### src/rtl/mem_arb_pkg.sv
// Shared types and lane helpers for the memory arbiter.
// Offsets that a size cannot use (a[0] for halves, a[1:0] for words) are forced to zero here.
package mem_arb_pkg;

    typedef enum logic [1:0] {
        SZ_NONE = 2'd0,
        SZ_BYTE = 2'd1,
        SZ_HALF = 2'd2,
        SZ_WORD = 2'd3
    } size_e;

    typedef enum logic [1:0] {
        ST_IDLE,
        ST_ISSUE,
        ST_RESPOND
    } state_e;

    typedef enum logic [1:0] {
        OWN_RD,
        OWN_WR,
        OWN_DMA
    } owner_e;

    function automatic logic [1:0] eff_offset(size_e sz, logic [1:0] a);
        case (sz)
            SZ_HALF: return {a[1], 1'b0};
            SZ_WORD: return 2'b00;
            default: return a;
        endcase
    endfunction

    function automatic logic [3:0] size_to_be(size_e sz, logic [1:0] a);
        case (sz)
            SZ_BYTE: return 4'b0001 << eff_offset(sz, a);
            SZ_HALF: return 4'b0011 << eff_offset(sz, a);
            SZ_WORD: return 4'b1111;
            default: return 4'b0000;
        endcase
    endfunction

    function automatic logic [31:0] lane_extract(logic [31:0] rdata, size_e sz, logic [1:0] a);
        logic [31:0] sh;
        sh = rdata >> {eff_offset(sz, a), 3'b000};
        case (sz)
            SZ_BYTE: return {24'h0, sh[7:0]};
            SZ_HALF: return {16'h0, sh[15:0]};
            SZ_WORD: return sh;
            default: return 32'h0;
        endcase
    endfunction

endpackage

### src/rtl/mem_lane_align.sv
// Combinational byte-lane steering: byte enables and replicated write data for the granted
// access, and right-aligned, zero-filled extraction of read data for the access in flight.
module mem_lane_align
    import mem_arb_pkg::*;
(
    input  logic [1:0]  wr_size_i,
    input  logic [1:0]  wr_off_i,
    input  logic [31:0] wr_data_i,
    output logic [3:0]  be_o,
    output logic [31:0] wdata_o,
    input  logic [1:0]  rd_size_i,
    input  logic [1:0]  rd_off_i,
    input  logic [31:0] rd_data_i,
    output logic [31:0] rd_data_o
);

    always_comb begin
        be_o = size_to_be(size_e'(wr_size_i), wr_off_i);
        case (size_e'(wr_size_i))
            SZ_BYTE: wdata_o = {4{wr_data_i[7:0]}};
            SZ_HALF: wdata_o = {2{wr_data_i[15:0]}};
            default: wdata_o = wr_data_i;
        endcase
        rd_data_o = lane_extract(rd_data_i, size_e'(rd_size_i), rd_off_i);
    end

endmodule

### src/rtl/mem_arbiter.sv
// Three-way arbiter (CPU write > CPU read > DMA, with DMA anti-starvation) in front of one
// single-port memory. Define MEM_ARB_ALIGN_CHECK_EN to reject misaligned CPU accesses.
module mem_arbiter
    import mem_arb_pkg::*;
#(
    parameter int STARVE_LIMIT = 8
) (
    input  logic        clk,
    input  logic        reset,
    input  logic [1:0]  m_in_sig_read,
    input  logic [31:0] m_in_addr,
    output logic [31:0] m_in_data,
    output logic        m_in_ready,
    input  logic [1:0]  m_out_sig_write,
    input  logic [31:0] m_out_addr,
    input  logic [31:0] m_out_data,
    output logic        m_out_ready,
    input  logic        dma_req,
    input  logic        dma_we,
    input  logic [31:0] dma_addr,
    input  logic [31:0] dma_wdata,
    output logic [31:0] dma_rdata,
    output logic        dma_done,
    output logic        mem_req,
    output logic        mem_we,
    output logic [31:0] mem_addr,
    output logic [3:0]  mem_be,
    output logic [31:0] mem_wdata,
    input  logic [31:0] mem_rdata,
    input  logic        mem_ack,
    output logic        err
);

    logic        rd_pend_q, wr_pend_q, mis_rd_q, mis_wr_q, err_q;
    size_e       rd_size_q, wr_size_q;
    logic [31:0] rd_addr_q, wr_addr_q, wr_data_q;

    state_e      state_q;
    owner_e      owner_q;
    size_e       cur_size_q;
    logic [1:0]  cur_off_q;
    logic [7:0]  starve_q;
    logic        mem_req_q, mem_we_q, m_in_ready_q, m_out_ready_q, dma_done_q;
    logic [31:0] mem_addr_q, mem_wdata_q, m_in_data_q, dma_rdata_q;
    logic [3:0]  mem_be_q;

    logic        rd_stb, wr_stb, rd_mis, wr_mis, ack_fire, dma_first, any_req;
    owner_e      sel_own;
    size_e       sel_size;
    logic [1:0]  sel_off;
    logic [31:0] sel_addr, sel_data, sel_wdata, ext_rdata;
    logic        sel_we;
    logic [3:0]  sel_be;

    assign rd_stb = (m_in_sig_read != 2'd0);
    assign wr_stb = (m_out_sig_write != 2'd0);

`ifdef MEM_ARB_ALIGN_CHECK_EN
    assign rd_mis = (m_in_sig_read == 2'd2 && m_in_addr[0]) ||
                    (m_in_sig_read == 2'd3 && m_in_addr[1:0] != 2'b00);
    assign wr_mis = (m_out_sig_write == 2'd2 && m_out_addr[0]) ||
                    (m_out_sig_write == 2'd3 && m_out_addr[1:0] != 2'b00);
`else
    assign rd_mis = 1'b0;
    assign wr_mis = 1'b0;
`endif

    assign ack_fire = (state_q == ST_ISSUE) && mem_ack;

    // Strobes are accepted in any FSM state; a strobe on a port that is still busy is dropped.
    always_ff @(posedge clk or negedge reset) begin
        if (!reset) begin
            rd_pend_q <= 1'b0;
            wr_pend_q <= 1'b0;
            mis_rd_q  <= 1'b0;
            mis_wr_q  <= 1'b0;
            err_q     <= 1'b0;
            rd_size_q <= SZ_NONE;
            wr_size_q <= SZ_NONE;
            rd_addr_q <= 32'h0;
            wr_addr_q <= 32'h0;
            wr_data_q <= 32'h0;
        end else begin
            mis_rd_q <= 1'b0;
            mis_wr_q <= 1'b0;
            if (ack_fire && owner_q == OWN_RD) rd_pend_q <= 1'b0;
            if (ack_fire && owner_q == OWN_WR) wr_pend_q <= 1'b0;
            if (rd_stb) begin
                if (rd_pend_q || mis_rd_q) begin
                    err_q <= 1'b1;
                end else if (rd_mis) begin
                    err_q    <= 1'b1;
                    mis_rd_q <= 1'b1;
                end else begin
                    rd_pend_q <= 1'b1;
                    rd_size_q <= size_e'(m_in_sig_read);
                    rd_addr_q <= m_in_addr;
                end
            end
            if (wr_stb) begin
                if (wr_pend_q || mis_wr_q) begin
                    err_q <= 1'b1;
                end else if (wr_mis) begin
                    err_q    <= 1'b1;
                    mis_wr_q <= 1'b1;
                end else begin
                    wr_pend_q <= 1'b1;
                    wr_size_q <= size_e'(m_out_sig_write);
                    wr_addr_q <= m_out_addr;
                    wr_data_q <= m_out_data;
                end
            end
        end
    end

    assign dma_first = dma_req && ((starve_q == STARVE_LIMIT[7:0]) || (!wr_pend_q && !rd_pend_q));
    assign any_req   = wr_pend_q || rd_pend_q || dma_req;

    always_comb begin
        sel_own  = OWN_DMA;
        sel_size = SZ_WORD;
        sel_off  = 2'b00;
        sel_addr = dma_addr & 32'hFFFF_FFFC;
        sel_data = dma_wdata;
        sel_we   = dma_we;
        if (!dma_first && wr_pend_q) begin
            sel_own  = OWN_WR;
            sel_size = wr_size_q;
            sel_off  = wr_addr_q[1:0];
            sel_addr = wr_addr_q & 32'hFFFF_FFFC;
            sel_data = wr_data_q;
            sel_we   = 1'b1;
        end else if (!dma_first && rd_pend_q) begin
            sel_own  = OWN_RD;
            sel_size = rd_size_q;
            sel_off  = rd_addr_q[1:0];
            sel_addr = rd_addr_q & 32'hFFFF_FFFC;
            sel_data = 32'h0;
            sel_we   = 1'b0;
        end
    end

    mem_lane_align u_align (
        .wr_size_i (sel_size),
        .wr_off_i  (sel_off),
        .wr_data_i (sel_data),
        .be_o      (sel_be),
        .wdata_o   (sel_wdata),
        .rd_size_i (cur_size_q),
        .rd_off_i  (cur_off_q),
        .rd_data_i (mem_rdata),
        .rd_data_o (ext_rdata)
    );

    always_ff @(posedge clk or negedge reset) begin
        if (!reset) begin
            state_q       <= ST_IDLE;
            owner_q       <= OWN_RD;
            cur_size_q    <= SZ_NONE;
            cur_off_q     <= 2'b00;
            starve_q      <= 8'd0;
            mem_req_q     <= 1'b0;
            mem_we_q      <= 1'b0;
            mem_addr_q    <= 32'h0;
            mem_be_q      <= 4'h0;
            mem_wdata_q   <= 32'h0;
            m_in_data_q   <= 32'h0;
            dma_rdata_q   <= 32'h0;
            m_in_ready_q  <= 1'b0;
            m_out_ready_q <= 1'b0;
            dma_done_q    <= 1'b0;
        end else begin
            m_in_ready_q  <= 1'b0;
            m_out_ready_q <= 1'b0;
            dma_done_q    <= 1'b0;
            if (!dma_req) starve_q <= 8'd0;
            // Rejected misaligned accesses complete without touching memory.
            if (mis_rd_q) begin
                m_in_ready_q <= 1'b1;
                m_in_data_q  <= 32'h0;
            end
            if (mis_wr_q) m_out_ready_q <= 1'b1;
            case (state_q)
                ST_IDLE: begin
                    if (any_req) begin
                        mem_req_q   <= 1'b1;
                        mem_we_q    <= sel_we;
                        mem_addr_q  <= sel_addr;
                        mem_be_q    <= sel_be;
                        mem_wdata_q <= sel_wdata;
                        owner_q     <= sel_own;
                        cur_size_q  <= sel_size;
                        cur_off_q   <= sel_off;
                        if (sel_own == OWN_DMA) starve_q <= 8'd0;
                        else if (dma_req && starve_q != 8'hFF) starve_q <= starve_q + 8'd1;
                        state_q     <= ST_ISSUE;
                    end
                end
                ST_ISSUE: begin
                    if (mem_ack) begin
                        mem_req_q <= 1'b0;
                        case (owner_q)
                            OWN_RD: begin
                                m_in_ready_q <= 1'b1;
                                m_in_data_q  <= ext_rdata;
                            end
                            OWN_WR: m_out_ready_q <= 1'b1;
                            default: begin
                                dma_done_q <= 1'b1;
                                if (!mem_we_q) dma_rdata_q <= mem_rdata;
                            end
                        endcase
                        state_q <= ST_RESPOND;
                    end
                end
                ST_RESPOND: state_q <= ST_IDLE;
                default:    state_q <= ST_IDLE;
            endcase
        end
    end

    assign m_in_data   = m_in_data_q;
    assign m_in_ready  = m_in_ready_q;
    assign m_out_ready = m_out_ready_q;
    assign dma_rdata   = dma_rdata_q;
    assign dma_done    = dma_done_q;
    assign mem_req     = mem_req_q;
    assign mem_we      = mem_we_q;
    assign mem_addr    = mem_addr_q;
    assign mem_be      = mem_be_q;
    assign mem_wdata   = mem_wdata_q;
    assign err         = err_q;

endmodule
### config.mk
export PLATFORM = sky130hd
export DESIGN_NAME = mem_arbiter
export DESIGN_NICKNAME = d
export VERILOG_FILES = /design/src/rtl/mem_arb_pkg.sv /design/src/rtl/mem_lane_align.sv /design/src/rtl/mem_arbiter.sv
export SDC_FILE = /design/constraint.sdc
export NUM_CORES = 1
export LEC_CHECK = 0
export BUFFER_PORTS_ARGS = -buffer_cell sky130_fd_sc_hd__buf_2
export CORE_MARGIN = 2
export CORE_UTILIZATION = 30
export CTS_BUF_LIST = sky130_fd_sc_hd__clkbuf_16
export DETAILED_ROUTE_END_ITERATION = 10
export GPL_TIMING_DRIVEN = 0
export PLACE_DENSITY_LB_ADDON = 0.12
export RECOVER_POWER = 25
export SLEW_MARGIN = 25
export SYNTH_ARGS = -nofsm -noshare
export SYNTH_HDL_FRONTEND = slang
export SYNTH_SLANG_ARGS = --single-unit
export TNS_END_PERCENT = 30
### constraint.sdc
create_clock -name clk -period 7.1 [get_ports clk]
set_clock_uncertainty 0.2 [all_clocks]
set_input_delay 1.065 -clock clk [delete_from_list [all_inputs] [get_ports clk]]
set_output_delay 1.065 -clock clk [all_outputs]
set_load 0.01 [all_outputs]
Yosys cells after proc, flatten, opt, wreduce, memory -nomap -nowiden:

Cells that the tools add are included.

* $add $sub $neg: 1
* equal/unequal tests: 13
* shift-type cells: 3
* mux-type cells: 52
* bitwise operators: 4
* reductions and logical operators: 27

Operators by type and width (number)
* 2-to-1 mux 32 bit: 7
* one-hot mux 32 bit (3 select lines): 1
* one-hot mux 32 bit (2 select lines): 1
* 2-to-1 mux 8 bit: 5
* right shift 32 x 5 -> 32 bit: 1
* 2-to-1 mux 1 bit: 23
* 2-to-1 mux 2 bit: 10
* one-hot mux 2 bit (2 select lines): 3
* one-hot mux 4 bit (3 select lines): 1
* == test 2 bit, second input constant: 5
* adder 8 x 1 -> 8 bit, second input constant: 1
* == test 2 x 1 -> 1 bit, second input constant: 4
* == test 8 x 4 -> 1 bit, second input constant: 1
* logical AND 1 bit: 8
* inequality test 8 bit, second input constant: 1
* AND reduction 2 bit: 4
* AND reduction 3 bit: 2
* nonzero test 2 bit: 3
* logical NOT 2 bit: 2
* inequality test 2 bit, second input constant: 2
* NOT 1 bit: 4
* AND reduction 4 bit: 1
* << shifter 1 x 2 -> 4 bit, first input constant: 1
* << shifter 2 x 2 -> 4 bit, first input constant: 1
* other kinds (4): 8

* register bits: 256
* output and inout port bits: 138
* word-level logic and storage cells: 123

Logic depth before layout (Yosys ltp):

* depth in word-level cells: 13
* mapped depth: 13

By module:

A second synthesis with hierarchy kept.

* cell total of the unflattened synthesis: 1082
* area total of the unflattened synthesis: 11930.2 sq um

By module, submodules not included
* mem_arbiter: times used 1, cells each 899, area an instance 10832.9 sq um, sequential area each 6356.1 sq um
* mem_lane_align: times used 1, cells each 183, area an instance 1097.3 sq um, sequential area each 0.0 sq um

Worst setup path before layout:

No wires, ideal clock.

* path kind: input port to flip-flop
* from: input port dma_req
* to: register mem_wdata_q[22] (netlist: mem_wdata[22])
* data arrival time: 3247 ps
* data required time: 6813 ps
* slack: 3566 ps
* stages: 12
* buffers on the path: 4
* cells stage by stage: buf_2 and4bb_2 nand2_1 and2_1 inv_1 ha_1 clkbuf_1 or2_2 buf_1 clkbuf_1 a31oi_1 a211oi_2

* longest elaborated chain between the ends: 7
* elaborated cells on any way between the ends: 13
* those cells by class: eq/ne: 2; mux: 5; reduce/logical: 6

RTL lines
* start: declaration: line mem_arbiter.sv:18 `input logic dma_req,`
* logical AND 1 bit (*): line mem_arbiter.sv:116 `assign dma_first = dma_req && ((starve_q == STARVE_LIMIT[7:0]) || (!wr_pend_q && !rd_pend_q));`
* logical NOT 1 bit (*): line mem_arbiter.sv:126, mem_arbiter.sv:133
* logical AND 1 bit: line mem_arbiter.sv:133 `end else if (!dma_first && rd_pend_q) begin`
* 2-to-1 mux 2 bit: line mem_arbiter.sv:133
* 2-to-1 mux 2 bit (*): line mem_arbiter.sv:126 `if (!dma_first && wr_pend_q) begin`
* net sel_size[0]: line mem_arbiter.sv:49 `size_e sel_size;`
* == test 2 bit / == test 2 x 1 -> 1 bit (equally long branches): line mem_lane_align.sv:19 `case (size_e'(wr_size_i))`
* one-hot mux 32 bit (2 select lines) (*): line mem_lane_align.sv:19
* end signal: assignment: line mem_arbiter.sv:190 `mem_wdata_q <= sel_wdata;`
* end: declaration: line mem_arbiter.sv:44 `logic [31:0] mem_addr_q, mem_wdata_q, m_in_data_q, dma_rdata_q;`

Mark *: on every way through the listed nets, which the timed path passes. The rest lies on a longest branch.
A chain may end at the register's enable or synchronous reset.

==> results.py <==
metrics = {
    "global_routing": {
        "grt_pass1_vias": 10311,
        "globalRouteOverflowTotal": 0,
        "antenna_found_initial": 12,
        "grt_usage_pct": 19.86,
        "grt_max_degree": 78,
        "grt_pass1_wl_um": 63900,
    },
    "setup_path": {
        "crit_fanout": 64,
        "cp.arrival_ps": 3720,
        "worstSetupEndpointType": "async pin",
        "cpPeakStageDelay_ps": 2580,
        "start_kind": "primary input",
        "path_class": "primary input to async pin",
        "crit_buf_inv": 1,
        "path_cells": "clkbuf_1",
        "cpLargestDelayFamily": "buffers and inverters",
        "crit_required_ps": 6720,
        "critPathSlowestCell": "clkbuf_1",
    },
    "placement": {
        "io_buffer_count": 333,
        "dp.cells": 1962,
        "dp_slack_ps": 2967,
        "gp_congestion": 0.8244,
        "placed_cell_area_um2": 14600,
        "dp_hpwl_um": 31910,
    },
    "floorplan": {
        "placementRows": 73,
        "initial_core_util_pct": 30.52,
        "fp.coreArea_um2": 39910,
        "dieArea_um2": 42230,
        "die_x_um": 205.5,
        "top_level_ports": 339,
        "chipHeight_um": 205.5,
    },
    "clock_network": {
        "clock-root-buffer": "clkbuf_16",
        "clock_sinks": 254,
        "clkLatencyLatePin_ps": 580,
        "cts_resized": 0,
        "clk_pin_slew_ps": 60,
        "post-cts-setup-buffer-count": 0,
        "cts_buffers": 31,
        "cts_tree": "yes",
        "cts_hold_buf": 0,
        "cts_max_path_buffers": 3,
        "h-tree-depth": 1,
    },
    "yosys": {
        "synth-edff-count": 0,
        "syn_area_um2": 12180,
        "ys_seq_area_share_pct": 52.18,
        "syn_avg_cell_area_um2": 11.07,
        "ys_types": 57,
        "synth-seq-cells": 254,
        "synth-main-ff-cell": "dfrtp_1",
        "syn_inst": 1100,
        "ys_async_sr_fraction_pct": 100.0,
        "synth_warnings": 0,
    },
    "pwr": {
        "p_per_area_nw_per_um2": 475.1,
        "vdd_drop_max_mv": 0.2090,
        "leakage_nw": 7.207,
    },
    "drt": {
        "firstDrtPassIters": 5,
        "route.detailed.drc": 0,
        "routed_wl_um": 42310,
        "drt_iter0_drc": 561,
        "vias": 10116,
        "routedWlPerCell_um": 20.89,
        "antenna_left": 0,
        "via_per_inst": 4.996,
    },
    "layout": {
        "final_area_um2": 15500,
        "layout-drive-gt1-share_pct": 40.82,
        "syn2layout_area_growth_pct": 27.24,
        "nFillCells": 4064,
        "fin_nets": 1677,
        "final_cells": 2025,
    },
    "sta": {
        "slew_viol_final": 63,
        "finalCritPeriodShare_pct": 57.61,
        "tightest_slew_ps": 3749,
        "max_freq_ghz": 0.2445,
        "grt_setup_unrepaired": "false",
        "post-route-min-period_ps": 4091,
        "timing.hold.ws_ps": 271.9,
        "finalHoldViolCount": 0,
        "slew_headroom_pct": -149.9,
        "finalSetupViolations": 0,
        "fin_ws_ps": 3009,
    },
    "run_status": {
        "status": "finished with violations",
        "violations": "capacitance limit, slew limit",
    },
    "worst_hold_path": {
        "hold_path.class": "flop to flop",
    },
    "flow_run": {
        "maxCapViolations": 1,
    },
}
cells by family after synthesis:
kind of cell / Yosys count / synth area share, %
flip-flops: 254 / 52.18
buffers and inverters: 103 / 3.801
multiplexers: 149 / 14.43
other: 1 / 0.03079
AO/OA/AOI/OAI: 240 / 15.32
AND/OR/NAND/NOR: 347 / 13.62
adder cells (fa/ha/maj): 6 / 0.6163
power breakdown:
group          switching, mW  internal, mW  total (mW)  leakage (nW)
combinational           1.88          1.44        3.33          3.62
sequential             0.449          2.17        2.62          3.12
clock                  0.636         0.784        1.42         0.460
cell usage after synthesis (all sizes together) (6+ instances only):
cell	n	area (µm²)
a211oi	24	220.2
o21a	8	60.06
a31oi	11	68.82
mux4	8	180.2
or2	33	206.5
nand3	28	140.1
a22o	16	140.1
a21oi	38	190.2
dfrtp	254	6356
mux2i	8	80.08
mux2	133	1498
nor2b	32	200.2
clkbuf	55	206.5
a221oi	32	280.3
ha	6	75.07
nor2	79	296.5
nor3	49	245.2
o21ai	55	279.0
o41ai	32	437.9
a22oi	10	75.07
buf	36	211.5
nand2	101	379.1
inv	10	37.54
path summary, 6_finish.rpt:
path                       cells after the start           startpoint  slack [ps]                   endpoint
min                                            1        err$_DFF_PN0_         270              err$_DFF_PN0_
max reg2reg                                   12  wr_pend_q$_DFF_PN0_        3420  mem_wdata[22]$_DFFE_PN0P_
min in group asynchronous                      1                reset        1570  dma_rdata[18]$_DFFE_PN0P_
max in group clk                              12  wr_pend_q$_DFF_PN0_        3420  mem_wdata[22]$_DFFE_PN0P_
min reg2reg                                    1        err$_DFF_PN0_         270              err$_DFF_PN0_
max                                            1                reset        3010  mem_wdata[19]$_DFFE_PN0P_
per-stage QoR:
stage / TNS [ps] / utilization, % / total power [mW]
6_report: 0 / 38.83 / 7.364
5_1_grt: 0 / 38.80 / 7.913
3_3_place_gp: -90300 / 36.35 / 5.946
3_5_place_dp: 0 / 36.58 / 6.001
4_1_cts: 0 / 38.81 / 7.460
2_1_floorplan: 0 / - / 4.704
routing by layer:
layer	track usage [%]	routed length [µm]	vias to the layer above
met5	0	47	-
met4	5.421	918	8
met3	4.450	3072	58
met2	31.46	19140	332
met1	27.29	19130	4977
li1	-	-	4741
registers in the layout (all words and copies together), names as in the netlist, 2 cells and up:
| register | flops |
|---|---|
| cur_off_q | 2 |
| cur_size_q | 2 |
| dma_rdata | 32 |
| m_in_data | 32 |
| mem_addr | 30 |
| mem_be | 4 |
| mem_wdata | 32 |
| owner_q | 2 |
| rd_addr_q | 32 |
| rd_size_q | 2 |
| starve_q | 8 |
| state_q | 2 |
| wr_addr_q | 32 |
| wr_data_q | 32 |
| wr_size_q | 2 |
cells in the final DEF, fill, tap and decap left out, types with 3 or more instances in the layout:
| cell type | synthesis | routed |
|---|---|---|
| nand3_1 | 28 | 28 |
| or2_2 | 32 | 32 |
| o41ai_2 | 21 | 21 |
| a221oi_1 | 32 | 32 |
| mux4_2 | 8 | 8 |
| a22oi_1 | 10 | 10 |
| buf_2 | 22 | 353 |
| a211oi_1 | 16 | 16 |
| buf_6 | 5 | 5 |
| buf_1 | 6 | 6 |
| o41ai_1 | 11 | 11 |
| a22o_1 | 16 | 16 |
| nand3b_1 | 4 | 4 |
| clkinv_1 | 2 | 11 |
| diode_2 | 0 | 8 |
| buf_16 | 0 | 3 |
| clkbuf_16 | 0 | 31 |
| a211oi_2 | 8 | 8 |
| mux2i_1 | 8 | 8 |
| clkbuf_1 | 55 | 57 |
| buf_4 | 3 | 3 |
| nand2b_1 | 4 | 4 |
| o22ai_1 | 3 | 3 |
| mux2_2 | 133 | 133 |
| o21ai_0 | 53 | 53 |
| nand2_1 | 101 | 101 |
| nor3_1 | 49 | 49 |
| dfrtp_1 | 254 | 254 |
| ha_1 | 6 | 6 |
| nor2b_1 | 32 | 32 |
| a31oi_1 | 11 | 11 |
| o21a_1 | 8 | 8 |
| or3_1 | 4 | 4 |
| nor2_1 | 79 | 79 |
| a21oi_1 | 38 | 38 |
| inv_1 | 10 | 18 |
layout make-up:
cell class	instances	area [µm²]	share of cell area [%]
Antenna cell	8	20.02	0.1292
Buffer	91	417.9	2.696
Clock buffer	31	775.7	5.005
Clock inverter	24	115.1	0.7427
Inverter	12	45.04	0.2906
Multi-Input combinational cell	744	5365	34.62
Sequential cell	254	6356	41.01
Tap cell	525	656.9	4.238
Timing Repair Buffer	336	1747	11.27
Note: power is estimated with default switching activity, not from simulation.
